File: src/rtl/mul16_overlap_writer.sv
// rtl/mul16_overlap_writer.sv - sequential 16x16 unsigned shift-add multiplier
// Each RUN cycle adds a 16-bit addend into a 17-bit window of acc at offset clk1.
module mul16_overlap_writer #(
  parameter int N = 16
) (
  input  logic           clk,
  input  logic           rst,
  input  logic           start,
  input  logic [N-1:0]   a,
  input  logic [N-1:0]   b,
  output logic           busy,
  output logic           done,
  output logic [2*N-1:0] product,
  output logic [3:0]     clk1
);

  typedef enum logic [1:0] {S_IDLE, S_RUN, S_DONE} state_t;

  state_t           state_q, state_d;
  logic [2*N-1:0]   acc_q, acc_d;
  logic [3:0]       clk1_q, clk1_d;
  logic [N-1:0]     a_q, a_d;
  logic [N-1:0]     b_q, b_d;

  logic [N-1:0]     window;
  logic [N-1:0]     addend;
  logic [N:0]       sum17;
  logic [2*N-1:0]   wr_mask;
  logic [2*N-1:0]   wr_data;

  always_comb begin
    state_d = state_q;
    acc_d   = acc_q;
    clk1_d  = clk1_q;
    a_d     = a_q;
    b_d     = b_q;

    window  = acc_q[clk1_q +: N];
    addend  = b_q[clk1_q] ? a_q : '0;
    sum17   = {1'b0, window} + {1'b0, addend};
    // The 17-bit write never leaves acc: at clk1=15 it lands exactly on acc[31:15].
    wr_mask = {{(N-1){1'b0}}, {(N+1){1'b1}}} << clk1_q;
    wr_data = {{(N-1){1'b0}}, sum17} << clk1_q;

    case (state_q)
      S_IDLE, S_DONE: begin
        if (start) begin
          a_d     = a;
          b_d     = b;
          acc_d   = '0;
          clk1_d  = '0;
          state_d = S_RUN;
        end else begin
          state_d = S_IDLE;
        end
      end
      S_RUN: begin
        acc_d = (acc_q & ~wr_mask) | wr_data;
        if (clk1_q == 4'd15) begin
          clk1_d  = '0;
          state_d = S_DONE;
        end else begin
          clk1_d = clk1_q + 4'd1;
        end
      end
      default: state_d = S_IDLE;
    endcase
  end

  always_ff @(posedge clk) begin
    if (rst) begin
      state_q <= S_IDLE;
      acc_q   <= '0;
      clk1_q  <= '0;
      a_q     <= '0;
      b_q     <= '0;
    end else begin
      state_q <= state_d;
      acc_q   <= acc_d;
      clk1_q  <= clk1_d;
      a_q     <= a_d;
      b_q     <= b_d;
    end
  end

  assign busy    = (state_q == S_RUN);
  assign done    = (state_q == S_DONE);
  assign product = acc_q;
  assign clk1    = clk1_q;

endmodule

File: config.mk
export PLATFORM = sky130hd
export DESIGN_NAME = mul16_overlap_writer
export DESIGN_NICKNAME = d
export VERILOG_FILES = /design/src/rtl/mul16_overlap_writer.sv
export SDC_FILE = /design/constraint.sdc
export NUM_CORES = 1
export LEC_CHECK = 0
export BUFFER_PORTS_ARGS = -buffer_cell sky130_fd_sc_hd__buf_2
export CAP_MARGIN = 15
export CORE_UTILIZATION = 45
export CTS_BUF_LIST = sky130_fd_sc_hd__clkbuf_8
export DETAILED_ROUTE_END_ITERATION = 7
export PLACE_DENSITY = 0.65
export SLEW_MARGIN = 10
export SYNTH_ARGS = -nofsm -noshare
export SYNTH_HDL_FRONTEND = slang
export SYNTH_SLANG_ARGS = --single-unit
File: constraint.sdc
create_clock -name clk -period 6 [get_ports clk]
set_clock_uncertainty 0.2 [all_clocks]
set_input_delay 1.2 -clock clk [delete_from_list [all_inputs] [get_ports clk]]
set_output_delay 1.2 -clock clk [all_outputs]
set_load 0.005 [all_outputs]
==> metrics, run 1 <==
Min Clock Period, post-route=between 5000 and 6000 ps; Worst VDD drop=about 0.11 mV; dpl cell area=about 6400 sq um; Post-synth EDFFs=0; via/cell ratio=6.322; Max Used Layer=met4; WP buf/inv=0; fill count=1237; routed wire length=20.75 mm; count leader, synth=nand2_1; syn_nets=871; Sw Ratio=33.37%; Design Area, Final=~6600 sq um; CP delay by family, top=multiplexers; grt total ovfl=0; Core Rows=41; global-route wire length before repair=between 30 and 40 mm; Crit path arrival time=between 5000 and 6000 ps; worst slew pin tran=975.7 ps; x dimension of the die=approximately 120 um; RSZ-0062 raised after global routing=false; required time of the worst setup path=6070 ps; top_reg_cell synth=dfxtp_1; critical setup path kind=reg -> reg; die area=approximately 14000 sq um; Hold Path Class=reg -> reg; Setup violations, final=0; cell mode on critical path=mux4_2; sequential area share after synthesis=a little under a quarter; clock sink count=70; io pins=73; fmax=roughly 190 MHz; Area Overhead vs Synth=11.45%; Hold Path Origin=a_q[4]; leading area contributor after synthesis=dfxtp_1; CP cell instances=mux4_2, mux4_2, and2_1, ha_1, or2b_1, a21oi_1, o21ai_2, o21ai_1, xor2_1, mux4_2, mux4_2, a32o_1; CTS tree=yes; Rel. slew slack=34.95%; sum of negative setup slack=0 ps; DRT antenna net count=0; largest cells by area after synthesis=dfxtp_1 (23%), nand2_1 (11%), a21oi_1 (7.3%); clock root buffer master=clkbuf_8; area share of the largest cell type after synthesis=23.49%; via count=approximately 6500; Met1 Wirelength=8.937 mm; met2 WL post-DR=a little over 9 mm; RR Startpoint=clk1[1]; fin crit share=87.04%; share of layout cells above drive strength 1=between 15 and 20%; crit path from=clk1[1]; WL met3=1.849 mm; placed wire-length estimate=15.74 mm; CTS resizes=0; net switching power=417.3 uW; slowest cell on the critical path=dfxtp_2; Slew Viols, Final=0; Lkg Pwr=0.002627 uW; post-synthesis cell count=815; count of cell types in the netlist=72; First-pass DRT Iterations=5; Setup crit start kind=flip-flop; clock power share=between 30% and 40%; antenna violations before repair=0; Initial Utilization=46.69%; largest net degree at the start of global routing=53; Warnings, synthesis=0; postcts setup bufs=0; Async S/R FF share, synth=0%; Final GP Congestion=0.9599; Seq pwr share=40.3%; nets=around 910; status=complete, no violations; synthesized flop and latch total=70; die height=about 120 um; combinational share of power=approximately 24%; Worst-path clk slew=80 ps; top cells by count, synth=nand2_1 (167), a21oi_1 (87), dfxtp_1 (70); CTS Buffer Depth=2; gr usage total=31.72%; crit path max fanout=37; internal power=833.3 uW; CP peak stage delay=910 ps; max cap viols=0; final hold vios=0; Inserted Clock Buffers=9; Critical Path End Type=flip-flop; Port Buffers=between 70 and 80; First DRT Iteration DRCs=723; vias in the first global route=5999; Post-Syn Area=5964 sq um; Clock Latency Late Sink=around 370 ps; DR DRC count=0; P per Cell Area=188.1 nW/um^2; final antenna diode count=0; hold buffer count at CTS=0; H-tree depth=3; Post-Syn Area per Cell=7.318 sq um; WL/cell=20.17 um; total core area=12770 sq um
-- final timing paths --
check | cells after the start | slack (ps) | to
setup / recovery | 12 | 780 | product[13]
hold / removal | 2 | 260 | a_q[4]
setup reg to reg | 12 | 780 | product[13]
hold reg to reg | 2 | 260 | a_q[4]
-- cell families after synthesis --
logic type	share of synthesized area, %
xor gates and xnor gates	1.615
DFF	23.49
AOI/OAI and AO/OA	28.68
and+or+nand+nor	22.61
adders and majority gates	4.531
buffers and inverters	5.160
muxes	13.91
-- worst min-delay path, stage by stage, from the launching register on --
cell,delay [ps]
dfxtp_1,320
nand2_1,50
a21oi_1,50
-- cells in the final DEF, fill, tap and decap left out, types with 4 or more instances in the layout --
master       n
a31oi_1      7
mux2i_1     30
and4_1       5
nor2b_1      4
a32o_1       4
a32oi_1      4
nor3_1      13
buf_4       15
ha_1        20
clkbuf_8     9
buf_2       72
nor2_1      63
xnor2_1      8
dfxtp_1     67
nand2b_1     4
nand3_1     14
a211oi_1    14
o211a_1      4
or2_2        4
and3_1       4
mux2_2       9
mux4_2      19
a221oi_1     6
nand2_1    167
a21oi_1     87
o21ai_0     57
or3_1        5
inv_1       19
and2_1      17
o21a_1       6
o211ai_1    15
a21o_1       5
o2111ai_1    4
-- power by group through the flow --
stage / Sequential [uW] / Combinational [uW] / Clock [uW]
after CTS: 504 / 299 / 444
after floorplan: 503 / 216 / 0
after detailed placement: 515 / 297 / 0
after global placement: 515 / 294 / 0
after global routing: 507 / 332 / 464
final: 504 / 305 / 441
-- metal layers --
metal / vias up / global-route usage (%)
met2: 354 / 49.70
met1: 3042 / 43.11
met4: 0 / 10.80
li1: 3054 / -
met3: 55 / 6.900
met5: - / 1.111
-- registers in the layout, summed over array words and instances, names as in the netlist --
name,flops
b_q,16
state_q,2
product,32
clk1,4
a_q,16
-- per-stage QoR --
step / instances / hold WS [ps] / util, % / total power [uW] / setup slack [ps]
global placement: 1013 / 242.9 / 50.31 / 808.7 / 909.4
finish: 1029 / 256.2 / 52.04 / 1251 / 777.8
global route: 1029 / 269.1 / 52.04 / 1303 / 346.3
floorplan: 815 / 231.7 / - / 718.4 / 961.4
CTS: 1029 / 255.3 / 52.04 / 1246 / 816.5
detailed placement: 1013 / 243.8 / 50.31 / 812.2 / 831.8
-- area by class of cell --
class                           instances  area, sq um  share of cell area [%]
Clock inverter                          7        97.59                   1.468
Timing Repair Buffer                   87        473.0                   7.115
Tap cell                              172        215.2                   3.237
Clock buffer                            9        123.9                   1.863
Inverter                               20        75.07                   1.129
Multi-Input combinational cell        664         4258                   64.05
Sequential cell                        70         1405                   21.14
(Power assumes the default switching activity.)
==> inputs of run 2 (changes only) <==
--- a/config.mk
+++ b/config.mk
@@ -5,12 +5,12 @@
 export SDC_FILE = /design/constraint.sdc
 export NUM_CORES = 1
 export LEC_CHECK = 0
-export BUFFER_PORTS_ARGS = -buffer_cell sky130_fd_sc_hd__buf_2
 export CAP_MARGIN = 15
 export CORE_UTILIZATION = 45
 export CTS_BUF_LIST = sky130_fd_sc_hd__clkbuf_8
 export DETAILED_ROUTE_END_ITERATION = 7
-export PLACE_DENSITY = 0.65
+export DONT_BUFFER_PORTS = 1
+export PLACE_DENSITY = 0.61
 export SLEW_MARGIN = 10
 export SYNTH_ARGS = -nofsm -noshare
 export SYNTH_HDL_FRONTEND = slang
==> run 2 against run 1 <==
Utilization decreased by 3.4 points. Flip-flop and latch count unchanged. Non-clock buffer count decreased by 74. Count of clock-buffer cells in the layout increased by 1. Wire length decreased by 1.2%. Worst hold slack got worse by 9.3 ps. Register-to-register slack got worse by 60 ps. Fmax decreased by 1.1%. Largest power group unchanged. Final area decreased by 6.6%. Global-route usage decreased by 0.42 points. Largest cell class unchanged. Power decreased by 11%.
==> metrics, run 2 (synthesized netlist as in run 1, its figures left out) <==
io pins=73; Reg2Reg Setup Slack=approximately 720 ps; via count=6119; final hold vios=0; H-tree depth=3; nets=834; CTS resizes=0; slowest cell on the critical path=dfxtp_2; critical setup path kind=reg -> reg; net switching power=about 380 uW; clock root buffer master=clkbuf_8; Seq pwr share=45.2%; Core Rows=41; Hold Path Sink=a_q[13]; Final GP Congestion=0.9749; Hold Path Class=reg -> reg; number of flip-flops in the largest register=32; required time of the worst setup path=around 6100 ps; die height=117.1 um; clock sink count=70; Design Area, Final=6211 sq um; dpl cell area=around 6100 sq um; Sw Ratio=about a third; CTS Buffer Depth=2; Worst VDD drop=0.1393 mV; Reg-to-Reg End=product[13]; Rel. slew slack=23.54%; RSZ-0062 raised after global routing=false; Slew Viols, Final=0; x dimension of the die=117.1 um; Worst-path clk slew=approximately 70 ps; max cap viols=0; total core area=12770 sq um; Min Clock Period, post-route=5282 ps; die area=roughly 14000 sq um; First DRT Iteration DRCs=between 600 and 700; internal power=around 740 uW; cell mode on critical path=mux4_2; sum of negative setup slack=0 ps; hold buffer count at CTS=0; Setup violations, final=0; placed wire-length estimate=15.63 mm; via/cell ratio=6.421; fmax=189.3 MHz; Initial Utilization=46.69%; CP peak stage delay=about 860 ps; routed wire length=20.51 mm; hold path cells=2; Port Buffers=0; largest net degree at the start of global routing=60; Area Overhead vs Synth=4.133%; final antenna diode count=0; most frequent cells in the layout=nand2_1 (167), a21oi_1 (87), dfxtp_1 (67), nor2_1 (63), o21ai_0 (57); First-pass DRT Iterations=5; vias in the first global route=5712; worst slew pin tran=about 1100 ps; grt total ovfl=0; Crit path arrival time=around 5400 ps; Critical Path End Type=flip-flop; most common cell after layout, fill and taps aside=nand2_1; share of layout cells above drive strength 1=9.091%; RR Startpoint=clk1[1]; Lkg Pwr=0.002264 uW; Inserted Clock Buffers=9; Hold Path Origin=a_q[13]; DRT antenna net count=0; Setup crit start kind=flip-flop; clock power share=29.4%; gr usage total=between 30% and 40%; Clock Latency Late Sink=370 ps; WL/cell=21.52 um; fin crit share=88.03%; crit path max fanout=34; cells on worst reg2reg path=12; status=complete, no violations; CP cell instances=mux4_2, mux4_2, and2_1, ha_1, nand3_1, a211oi_2, o21ai_2, a21oi_1, nor2_1, mux4_2, mux4_2, a32o_1; global-route wire length before repair=31.99 mm; DR DRC count=0; P per Cell Area=179.5 nW/um^2; postcts setup bufs=0; antenna violations before repair=1; combinational share of power=25.4%; CTS tree=yes
## run 2: cell types whose count changed in the layout (fill, tap and decap cells not counted), moves of 2 or more
cell / change
clkinvlp_4: -2
bufinv_16: -2
buf_4: -2
inv_1: +2
buf_2: -72
## run 2: critical path: cells and delay by family, from the launching register on
kind / cells / cell delay, ps
flops: 1 / 860
compound gates: 4 / 1180
simple gates: 3 / 500
fa+ha+maj: 1 / 360
mux: 4 / 2070
## run 2: stage by stage
step | cells | power [uW] | util [%] | setup WS [ps] | hold slack, ps
6_report | 953 | 1115 | 48.62 | 718.3 | 246.9
4_1_cts | 953 | 1117 | 48.58 | 781.8 | 248.5
3_5_place_dp | 939 | 789.4 | 47.37 | 812.3 | 240.2
5_1_grt | 953 | 1167 | 48.62 | 494.1 | 270.1
2_1_floorplan | 815 | 718.4 | - | 961.4 | 231.7
3_3_place_gp | 939 | 788.2 | 47.37 | 909.0 | 235.9
## run 2: how the worst max path moves through the flow
stage / end / slack, ps / cells after the start / startpoint
3_3_place_gp: product[13] / 910 / 12 / clk1[1]
2_1_floorplan: product[13] / 960 / 15 / clk1[1]
4_1_cts: product[13] / 780 / 12 / clk1[1]
5_1_grt: product[13] / 490 / 12 / clk1[1]
3_5_place_dp: product[13] / 810 / 12 / clk1[1]
6_report: product[13] / 720 / 12 / clk1[1]
## run 2: layout make-up
class / instances / area, sq um
Clock buffer: 10 / 137.6
Clock inverter: 4 / 17.52
Fill cell: 1289 / 6563
Inverter: 20 / 75.07
Multi-Input combinational cell: 664 / 4263
Sequential cell: 70 / 1405
Tap cell: 172 / 215.2
Timing Repair Buffer: 13 / 97.59
## run 2: routing by layer
layer	wire, um	GRT usage [%]	up-vias
li1	-	-	2905
met1	8617	42.02	2834
met2	9176	47.85	325
met3	2043	8.136	55
met4	674	12.74	0
met5	0	0	-
## run 2: power groups by stage
stage | registers [uW] | clock network (uW) | logic, uW
after CTS | 503 | 337 | 277
after global placement | 514 | 0 | 274
after floorplan | 503 | 0 | 216
after detailed placement | 514 | 0 | 275
after global routing | 506 | 352 | 309
final | 504 | 328 | 283
